`config.mk`:
```
export PLATFORM = sky130hd
export DESIGN_NAME = core
export DESIGN_NICKNAME = d
export VERILOG_FILES = /design/src/rtl/core.sv
export SDC_FILE = /design/constraint.sdc
export NUM_CORES = 1
export LEC_CHECK = 0
export ABC_AREA = 1
export BUFFER_PORTS_ARGS = -buffer_cell sky130_fd_sc_hd__clkbuf_2
export CORE_MARGIN = 2
export CORE_UTILIZATION = 60
export CTS_CLUSTER_DIAMETER = 150
export DETAILED_ROUTE_END_ITERATION = 10
export GPL_TIMING_DRIVEN = 1
export PLACE_DENSITY_LB_ADDON = 0.12
export SYNTH_ARGS = -nofsm -noshare
export SYNTH_HDL_FRONTEND = slang
export SYNTH_SLANG_ARGS = --single-unit
```
`constraint.sdc`:
```
create_clock -name CLK -period 4.3 [get_ports CLK]
set_input_delay 0.43 -clock CLK [delete_from_list [all_inputs] [get_ports CLK]]
set_output_delay 0.43 -clock CLK [all_outputs]
set_load 0.05 [all_outputs]
```
`src/rtl/core.sv`:
```
// Single-cycle accumulator core: one instruction per rising edge, fetched from an
// external program memory addressed by PC, with a 4-entry register file.
module core #(
  parameter int PC_LEN    = 7,
  parameter int DATA_LEN  = 8,
  parameter int INSTR_LEN = 8
) (
  input  logic                 CLK,
  input  logic                 RSTN,
  input  logic [DATA_LEN-2:0]  IPORT,
  input  logic [INSTR_LEN-1:0] INSTR,
  output logic [DATA_LEN-2:0]  OPORT,
  output logic [PC_LEN-1:0]    PC
);

  localparam int NUM_REGS = 4;

  typedef enum logic [3:0] {
    OP_ADD = 4'd0, OP_SUB = 4'd1, OP_AND = 4'd2, OP_OR  = 4'd3,
    OP_XOR = 4'd4, OP_LD  = 4'd5, OP_ST  = 4'd6, OP_SHL = 4'd7,
    OP_SHR = 4'd8, OP_IN  = 4'd9, OP_OUT = 4'd10, OP_NOT = 4'd11
  } reg_op_t;

  logic [DATA_LEN-1:0] acc_reg, acc_next;
  logic [DATA_LEN-1:0] r_reg [NUM_REGS];
  logic [NUM_REGS-1:0] r_we;
  logic [PC_LEN-1:0]   pc_next;
  logic [DATA_LEN-2:0] oport_next;
  logic                st_sel;

  logic [3:0]          op;
  logic [1:0]          rsel;
  logic [DATA_LEN-1:0] imm;
  logic [DATA_LEN-1:0] operand;

  assign op      = INSTR[5:2];
  assign rsel    = INSTR[1:0];
  assign imm     = {{(DATA_LEN-5){INSTR[4]}}, INSTR[4:0]};
  assign operand = r_reg[rsel];

  // Only ST writes the register file; it stores the pre-edge accumulator.
  assign st_sel = (INSTR[7:6] == 2'b00) && (op == OP_ST);

  genvar gi;
  generate
    for (gi = 0; gi < NUM_REGS; gi++) begin : g_we
      assign r_we[gi] = st_sel && (rsel == gi[1:0]);
    end
  endgenerate

  always_comb begin
    acc_next   = acc_reg;
    pc_next    = PC + PC_LEN'(1);
    oport_next = OPORT;
    if (INSTR[7]) begin
      // N flag is simply the accumulator sign bit.
      if (acc_reg[DATA_LEN-1])
        pc_next = INSTR[PC_LEN-1:0];
    end else if (INSTR[6]) begin
      acc_next = INSTR[5] ? (acc_reg + imm) : imm;
    end else begin
      case (op)
        OP_ADD:  acc_next = acc_reg + operand;
        OP_SUB:  acc_next = acc_reg - operand;
        OP_AND:  acc_next = acc_reg & operand;
        OP_OR:   acc_next = acc_reg | operand;
        OP_XOR:  acc_next = acc_reg ^ operand;
        OP_LD:   acc_next = operand;
        OP_SHL:  acc_next = acc_reg << 1;
        OP_SHR:  acc_next = acc_reg >> 1;
        OP_IN:   acc_next = {1'b0, IPORT};
        OP_OUT:  oport_next = acc_reg[DATA_LEN-2:0];
        OP_NOT:  acc_next = ~acc_reg;
        default: ;
      endcase
    end
  end

  always_ff @(posedge CLK) begin
    if (RSTN) begin
      PC      <= '0;
      acc_reg <= '0;
      OPORT   <= '0;
      for (int i = 0; i < NUM_REGS; i++)
        r_reg[i] <= '0;
    end else begin
      PC      <= pc_next;
      acc_reg <= acc_next;
      OPORT   <= oport_next;
      for (int i = 0; i < NUM_REGS; i++)
        if (r_we[i])
          r_reg[i] <= acc_reg;
    end
  end

endmodule

```
==> results of run 1 <==
-- final timing paths --
path	startpoint	to	depth (start not counted)
worst max-delay path	INSTR[1]	acc_reg[7]	21
worst min-delay path	OPORT[3]	OPORT[3]	2
worst max register to register	r_reg[1][0]	acc_reg[7]	19
worst min register to register	OPORT[3]	OPORT[3]	2
-- worst max-delay path: cells and delay by family --
kind / cells / cell delay (ps)
adder cells (fa/ha/maj): 2 / 540
AND/OR/NAND/NOR: 9 / 950
AO/OA/AOI/OAI: 4 / 580
XOR/XNOR: 1 / 150
buffers and inverters: 5 / 730
-- per-layer routing --
metal,global-route usage,vias up,wire (um)
met5,0,-,0
met4,0.1133,0,348
met3,0.05877,40,989
met2,0.5069,218,5274
met1,0.4240,1809,4866
li1,-,1915,-
-- synthesized netlist by cell type (8+ instances only) --
| cell type | number | share of area |
|---|---|---|
| a21oi_1 | 35 | 0.042 |
| nand2_1 | 132 | 0.12 |
| edfxtp_1 | 32 | 0.23 |
| nor2_2 | 8 | 0.012 |
| o21ai_0 | 30 | 0.036 |
| nand3_1 | 51 | 0.061 |
| inv_2 | 13 | 0.012 |
| xor2_1 | 11 | 0.023 |
| dfxtp_1 | 22 | 0.11 |
| ha_1 | 32 | 0.096 |
| nor2_4 | 8 | 0.022 |
| inv_1 | 37 | 0.033 |
| nor2_1 | 49 | 0.044 |
-- report_power, final --
group | internal, uW | total, uW | switching (uW)
Sequential | 571 | 606 | 34.7
Combinational | 140 | 431 | 291
Clock | 116 | 286 | 170
Total | 827 | 1320 | 495
-- through the flow --
step / std cells / worst slack, ps / total power [uW] / hold slack [ps] / utilization
2_1_floorplan: 548 / 1560 / 919.3 / 503.1 / -
3_3_place_gp: 647 / 946.2 / 1024 / 449.4 / 0.6439
3_5_place_dp: 647 / 849.9 / 1034 / 456.8 / 0.6439
4_1_cts: 655 / 1180 / 1315 / 469.6 / 0.6567
5_1_grt: 655 / 653.9 / 1394 / 489.5 / 0.6567
6_report: 655 / 1113 / 1323 / 469.0 / 0.6567
-- final cells by class --
| type | count | share of cell area |
|---|---|---|
| multi-input combinational | 425 | 0.5558 |
| clock buffer | 6 | 0.01636 |
| timing repair buffer | 34 | 0.04061 |
| tap | 80 | 0.02256 |
| sequential | 54 | 0.3158 |
| clock inverter | 2 | 0.003102 |
| inverter | 54 | 0.04569 |
-- cells in the final DEF, fill, tap and decap left out, types with 3 or more instances in the layout --
| master | instances |
|---|---|
| a31oi_1 | 7 |
| ha_1 | 32 |
| nand3_2 | 5 |
| nand3_1 | 51 |
| o211ai_1 | 4 |
| dfxtp_1 | 22 |
| nor2_1 | 49 |
| o22ai_1 | 4 |
| edfxtp_1 | 32 |
| nor3_1 | 4 |
| nand4_2 | 3 |
| nor2_4 | 8 |
| o21ai_0 | 30 |
| o2bb2ai_1 | 3 |
| buf_4 | 4 |
| inv_2 | 13 |
| o21ai_1 | 5 |
| xnor2_1 | 7 |
| a21oi_1 | 35 |
| nand2_2 | 5 |
| inv_1 | 37 |
| o31ai_1 | 4 |
| xor2_1 | 11 |
| clkbuf_2 | 30 |
| nor2_2 | 8 |
| clkinv_1 | 4 |
| a221oi_1 | 4 |
| nand2_1 | 132 |
| clkbuf_8 | 5 |
-- logic make-up (layout without fill, tap and decap cells) --
group / Yosys count / count (layout)
and+or+nand+nor: 268 / 268
AOI/OAI and AO/OA: 105 / 105
buffers and inverters: 69 / 96
DFF: 54 / 54
adders and majority gates: 34 / 34
xor gates and xnor gates: 18 / 18
==> metrics.cfg, run 1 <==
[clock_tree]
cts.sinks=54
clk_latency_ps=320
post_cts_resized=0
cts_root_buf=clkbuf_8
post_cts.repair.setup_buffers=0
numCtsBuffers=5
cts_hold_buf=0
cts_max_path_buffers=2
cts_tree=built
cts.htree.levels=2
path_clk_slew_ps=90

[place]
gp_congestion=0.9975
io_buffers=30
placed_cell_area_um2=4350
dp_hpwl_um=8622

[timing]
setup_viol=0
slew_viol_final=0
fin_setup_tns_ps=0
period_needed_ps=3187
rsz0062_at_grt=false
tightest_slew_ps=1160
max_freq_mhz=313.8
hold_violations=0
timing.slew.headroom=0.2202
clock_skew_ps=12.07
fin_crit_sh=0.7412

[routing]
routedWlPerCell_um=17.53
ant_nets=0
drtPass1Iterations=5
drt-total-wl_um=11480
vias_per_cell=6.079
drc=0
drt_iter0_drc=505
vias=3982

[synthesis]
syn_inst=548
ys_ff_latch=54
yosys.area_share.adder=0.1053
synth.area.mux_share=0
ys_seq_area_frac=0.3351
syn_nets=599
ys_warn_count=0
synth_top_flop_cell=edfxtp_1
synth_top_family_by_area=simple AND/OR/NAND/NOR gates
netlist_area_um2=4182
synth-edff-count=32
synth_cell_types=41
synthSimpleGateAreaFrac=0.2983
synth-compound-area-share=0.1484
avgSynthCellArea_um2=7.630
synth_xor_area_frac=0.03770
async_reset_ff_frac=0

[layout]
layout-drive-gt1-share=0.1496
multi_input_area_um2=2466
fin_nets=625
largest_reg_flops=32
seq_area_um2=1401
fill_cells=584
diodes=0
area_growth_pct=6.104
finalInstanceArea_um2=4437

[floorplan]
pin_count=31
start_util=0.6189
die_h_um=87.48
rows=30
fp.dieW_um=87.48
core_area_um2=6756
die_area_um2=7653

[setup_path]
crit_type=in -> reg
crit_chain=clkbuf_2 > inv_2 > nand3_1 > nand2_1 > nor2_2 > ha_1 > inv_1 > nor2_1 > a21oi_1 > xor2_1 > ha_1 > a21oi_1 > o21ai_0 > a31oi_1 > inv_1 > nand3_1 > nand3_1 > nand2_1 > nand3_1 > nand2_1 > inv_1
r2r_slack_ps=1460
cp_common_cell=nand3_1
crit_arrival_ps=3400
required_ps=4520
critPathSlowestCell=ha_1
slowest_delay_ps=340
end_kind=flop
cp_max_fo=17
worstSetupStartpointType=input pin

[grt]
grt_overflow_total=0
grt_max_degree=20
grt_pass1_vias=3762
antenna_found_initial=0
grt_usage=0.3153
grt_pass1_wl_um=18420

[power]
power.density_nw_per_um2=298.1
max-vdd-ir-drop_v=0.0002467
leakagePower_uw=0.001989

[min_path]
min_path_type=reg -> reg

[outcome]
outcome=completed

[job]
cap_violations=0

(Power assumes the default switching activity.)
==> inputs of run 2 (changes only) <==
Settings changed: CORE_UTILIZATION 60 to 55.
Clock period 4.3 ns to 2.75 ns, I/O delays scaled along.
==> run 2 against run 1 <==
Sequential power grew 55%. Total power grew 67%. Clock skew grew 1.8 ps. Sequential cell count is the same. Count of clock-buffer cells in the layout is the same. Combinational power grew 87%. Core utilization grew 1.4 points. Critical path depth shrank 2. First-iteration DRC count shrank 19%. Global-route usage shrank 1.8 points. Die area grew 8.7%. Cell area grew 10%. Critical path type is now reg -> reg. Largest cell class unchanged. Highest routed layer unchanged.
==> metrics.cfg, run 2 (same netlist as run 1, synthesis figures left out) <==
[setup_path]
crit_arrival_ps=2880
required_ps=2990
worstSetupStartpointType=flop
end_kind=flop
cp_max_fo=3
crit_type=reg -> reg

[routing]
drtPass1Iterations=5
wl_met1_um=5038
drt_iter0_drc=409
drc=0
dr_wl_met2_um=5793
topRoutingLayerUsed=met4
vias=4122
wl_met3_um=849
routedWlPerCell_um=16.63
ant_nets=0
drt-total-wl_um=11960
vias_per_cell=5.733

[floorplan]
die_area_um2=8317
start_util=0.5734
fp.dieW_um=91.20
die_h_um=91.20
rows=31
pin_count=31
core_area_um2=7292

[timing]
fin_crit_sh=0.9591
max_freq_mhz=379.1
tightest_slew_ps=537.8
fin_hold_ws_ps=306.3
slew_viol_final=0
clock_skew_ps=13.84
timing.slew.headroom=0.6393
setup_viol=0
fin_setup_tns_ps=0
period_needed_ps=2638
hold_violations=0

[place]
io_buffers=30
dp_hpwl_um=9253
placed_cell_area_um2=4702
gp_congestion=0.9450

[layout]
finalInstanceArea_um2=4891
largest_reg_flops=32
diodes=0
area_growth_pct=16.97
layout-drive-gt1-share=0.2355
final_common_cell=nand2_1
fin_nets=670
final_core_util=0.6707
layout_common_cells=128 x nand2_1, 48 x nor2_1, 47 x nand3_1, 46 x buf_4, 36 x inv_1

[grt]
grt_pass1_wl_um=19600
antenna_found_initial=0
grt_pass1_vias=3996
grt_overflow_total=0
grt_usage=0.2968
grt_max_degree=19

[power]
leakagePower_uw=0.002222
switching_share=0.3715
max-vdd-ir-drop_v=0.0003572
comb_power_share=0.363
power_frac_seq=0.425
p_int_uw=1392
clock_power_share=0.212
switchingPower_uw=822.7
power.density_nw_per_um2=452.8

[clock_tree]
numCtsBuffers=5
cts_hold_buf=0
path_clk_slew_ps=110
cts_tree=built
clk_latency_ps=320
cts_max_path_buffers=2
cts_root_buf=clkbuf_8
cts.htree.levels=2
cts.sinks=54

[min_path]
min_path_type=in -> reg

[job]
cap_violations=0

[outcome]
outcome=completed

[run 2: metal layers]
| metal | GRT usage | up-vias |
|---|---|---|
| li1 | - | 2005 |
| met1 | 0.3885 | 1917 |
| met2 | 0.4944 | 170 |
| met3 | 0.05311 | 30 |
| met4 | 0.1023 | 0 |
| met5 | 0 | - |
[run 2: path summary, 6_finish.rpt]
check	startpoint	end	slack (ps)	depth (start not counted)
worst max-delay path	r_reg[2][0]	acc_reg[7]	110	19
worst min-delay path	RSTN	OPORT[0]	310	2
worst max register to register	r_reg[2][0]	acc_reg[7]	110	19
worst min register to register	OPORT[0]	OPORT[0]	470	2
[run 2: power by group through the flow]
stage | combinational, uW | clock, uW | sequential [uW]
CTS | 750 | 471 | 940
finish | 805 | 468 | 941
detailed placement | 745 | 0 | 958
global placement | 731 | 0 | 957
global route | 890 | 501 | 947
floorplan | 460 | 0 | 977
[run 2: area by class of cell]
| type | count | area (um2) |
|---|---|---|
| timing repair buffer | 79 | 540.5 |
| clock buffer | 6 | 72.57 |
| clock inverter | 2 | 13.76 |
| tap | 99 | 123.9 |
| sequential | 54 | 1401 |
| inverter | 54 | 202.7 |
| fill | 669 | 2401 |
| multi-input combinational | 425 | 2536 |
[run 2: repair_timing]
item,4_1_cts,5_1_grt
setup buffers,0,3
resized for setup,0,27
endpoints found under the setup margin,0,5
endpoints found under the hold margin,0,0
[run 2: worst max-delay path, cell delays in order, from the launching register on]
cell and delay, ps:
edfxtp_1 410, nand3_1 80, nand2_1 100, nor2_4 180
ha_4 160, inv_2 40, nor2_4 70, a31oi_1 100
xor2_1 190, ha_1 360, a21oi_2 150, o21ai_1 70
a31oi_1 200, inv_1 80, nand3_2 70, nand3_2 70
nand2_1 90, nand3_1 60, nand2_1 60, inv_1 30
[run 2: per-stage QoR]
stage               power [uW]  setup WS, ps  cells
finish                    2214         112.4    719
CTS                       2161         51.23    716
detailed placement        1703        -181.7    708
global placement          1688        -166.0    708
floorplan                 1438         165.0    548
global route              2338        -14.98    719
==> inputs of run 3 (changes only) <==
Settings changed: CORE_UTILIZATION 55 to 30, CTS_CLUSTER_SIZE set to 40.
==> run 3 against run 2 <==
Via count fell by 2.7%. Clock power rose by 40%. First-iteration DRC count fell by 39%. Sequential power barely moved. Critical path depth did not move. Routed wire length rose by 16%. Core utilization fell by 30 points. Register-to-register slack got worse by 40 ps. Global-route usage fell by 10 points. Setup slack got worse by 35 ps. Final cell count rose by 13%. Critical path type unchanged. Critical endpoint unchanged. Largest power group unchanged. Highest routed layer unchanged.
==> metrics.cfg, run 3 (same netlist as run 1, synthesis figures left out) <==
[clock_tree]
numCtsBuffers=5
cts_max_path_buffers=2
path_clk_slew_ps=70
cts_root_buf=clkbuf_16
clk_latency_ps=300
cts.sinks=54
post_cts.repair.setup_buffers=0
cts_tree=built
cts.htree.levels=2

[grt]
grt_usage=0.1945
grt_pass1_wl_um=21910
grt_overflow_total=0
antenna_found_initial=0
grt_pass1_vias=3984
grt_max_degree=19

[floorplan]
die_h_um=122.1
pin_count=31
core_area_um2=13770
die_area_um2=14900
rows=43
start_util=0.3036
fp.dieW_um=122.1

[outcome]
outcome=completed

[timing]
timing.slew.headroom=0.5881
setup_viol=0
clock_skew_ps=6.149
rsz0062_at_grt=true
max_freq_mhz=374.1
hold_violations=0
slew_viol_final=0
tightest_slew_ps=614.0
fin_crit_sh=0.9720
period_needed_ps=2673

[routing]
vias_per_cell=4.943
drc=0
vias=4009
drt_iter0_drc=249
ant_nets=0
routedWlPerCell_um=17.07
drtPass1Iterations=5
drt-total-wl_um=13850

[setup_path]
required_ps=2950
worstSetupStartpointType=flop
worst-path-buf-inv=3
end_kind=flop
slowest_delay_ps=420
crit_chain=nand3_2 > nand2_2 > nor2_4 > ha_2 > inv_2 > nor2_4 > a31oi_1 > xor2_1 > ha_1 > a21oi_2 > o21ai_1 > a31oi_1 > inv_1 > nand3_2 > nand3_2 > nand2_2 > nand3_2 > nand2_1 > inv_1
critPathTopFamily=simple AND/OR/NAND/NOR gates
critPathSlowestCell=edfxtp_1
crit_arrival_ps=2880
cp_common_cell=nand3_2
cp_max_fo=3
crit_type=reg -> reg

[power]
power_frac_seq=0.389
max-vdd-ir-drop_v=0.0002252
switching_share=0.3551
leakagePower_uw=0.002304
p_int_uw=1556
power.density_nw_per_um2=469.5
clock_power_share=0.271
switchingPower_uw=856.6
totalPowerFinal_uw=2413
comb_power_share=0.340

[layout]
layout-drive-gt1-share=0.2536
final_common_cell=nand2_1
finalInstanceArea_um2=5139
diodes=0
fin_nets=681
instances_no_fill=811
largest_reg_flops=32
layout_common_cells=127 x nand2_1, 57 x buf_4, 48 x nor2_1, 46 x nand3_1, 35 x inv_1
area_growth_pct=22.89

[min_path]
min_path_type=in -> reg

[place]
dp_hpwl_um=10990
io_buffers=30
gp_congestion=0.9123
placed_cell_area_um2=4933
dp.cells=803

[job]
cap_violations=0

run 3: cell types whose count changed in the layout (fill, tap and decap cells not counted), sizes merged:
cell,delta
buf,+11
run 3: stage by stage:
| step | util | hold WS [ps] | setup slack (ps) | TNS, ps |
|---|---|---|---|---|
| 2_1_floorplan | - | 431.2 | 165.0 | 0 |
| 3_3_place_gp | 0.3582 | 452.5 | -305.4 | -351.0 |
| 3_5_place_dp | 0.3582 | 453.8 | -308.0 | -431.7 |
| 4_1_cts | 0.3703 | 346.4 | 8.079 | 0 |
| 5_1_grt | 0.3731 | 369.1 | -71.00 | -189.9 |
| 6_report | 0.3731 | 351.7 | 77.09 | 0 |
run 3: layout make-up:
class / instances / area, um2
clock inverter: 2 / 13.76
inverter: 54 / 202.7
multi-input combinational: 425 / 2529
tap: 180 / 225.2
timing repair buffer: 90 / 638.1
fill: 1512 / 8635
clock buffer: 6 / 128.9
sequential: 54 / 1401
run 3: path summary, 6_finish.rpt:
| check | from | end | slack [ps] | cells after the start |
|---|---|---|---|---|
| setup / recovery | r_reg[3][1] | acc_reg[7] | 80 | 19 |
| setup reg to reg | r_reg[3][1] | acc_reg[7] | 80 | 19 |
| hold / removal | RSTN | OPORT[0] | 350 | 2 |
| hold reg to reg | OPORT[1] | OPORT[1] | 460 | 2 |
run 3: timing repair:
action | in CTS | in global routing
gates resized for setup | 7 | 14
hold buffers | 0 | 0
setup endpoints to repair | 1 | 4
pin swaps | 7 | 19
run 3: power by group through the flow:
stage,combinational (uW),clock [uW],sequential [uW]
floorplan,460,0,977
global placement,792,0,958
finish,821,653,939
CTS,804,663,939
detailed placement,793,0,957
global route,910,695,944
run 3: worst register-to-register path, cell delays in order, from the launching register on:
cell and delay, ps:
edfxtp_1 420, nand3_2 90, nand2_2 60, nor2_4 110, ha_2 190, inv_2 40, nor2_4 70, a31oi_1 100
xor2_1 290, ha_1 330, a21oi_2 140, o21ai_1 70, a31oi_1 200, inv_1 80, nand3_2 60, nand3_2 90
nand2_2 90, nand3_2 50, nand2_1 50, inv_1 30
run 3: layer usage:
layer / track usage / share of wire
met1: 0.2662 / 0.48
met2: 0.3188 / 0.47
met3: 0.02575 / 0.036
met4: 0.05963 / 0.012
met5: 0 / 0
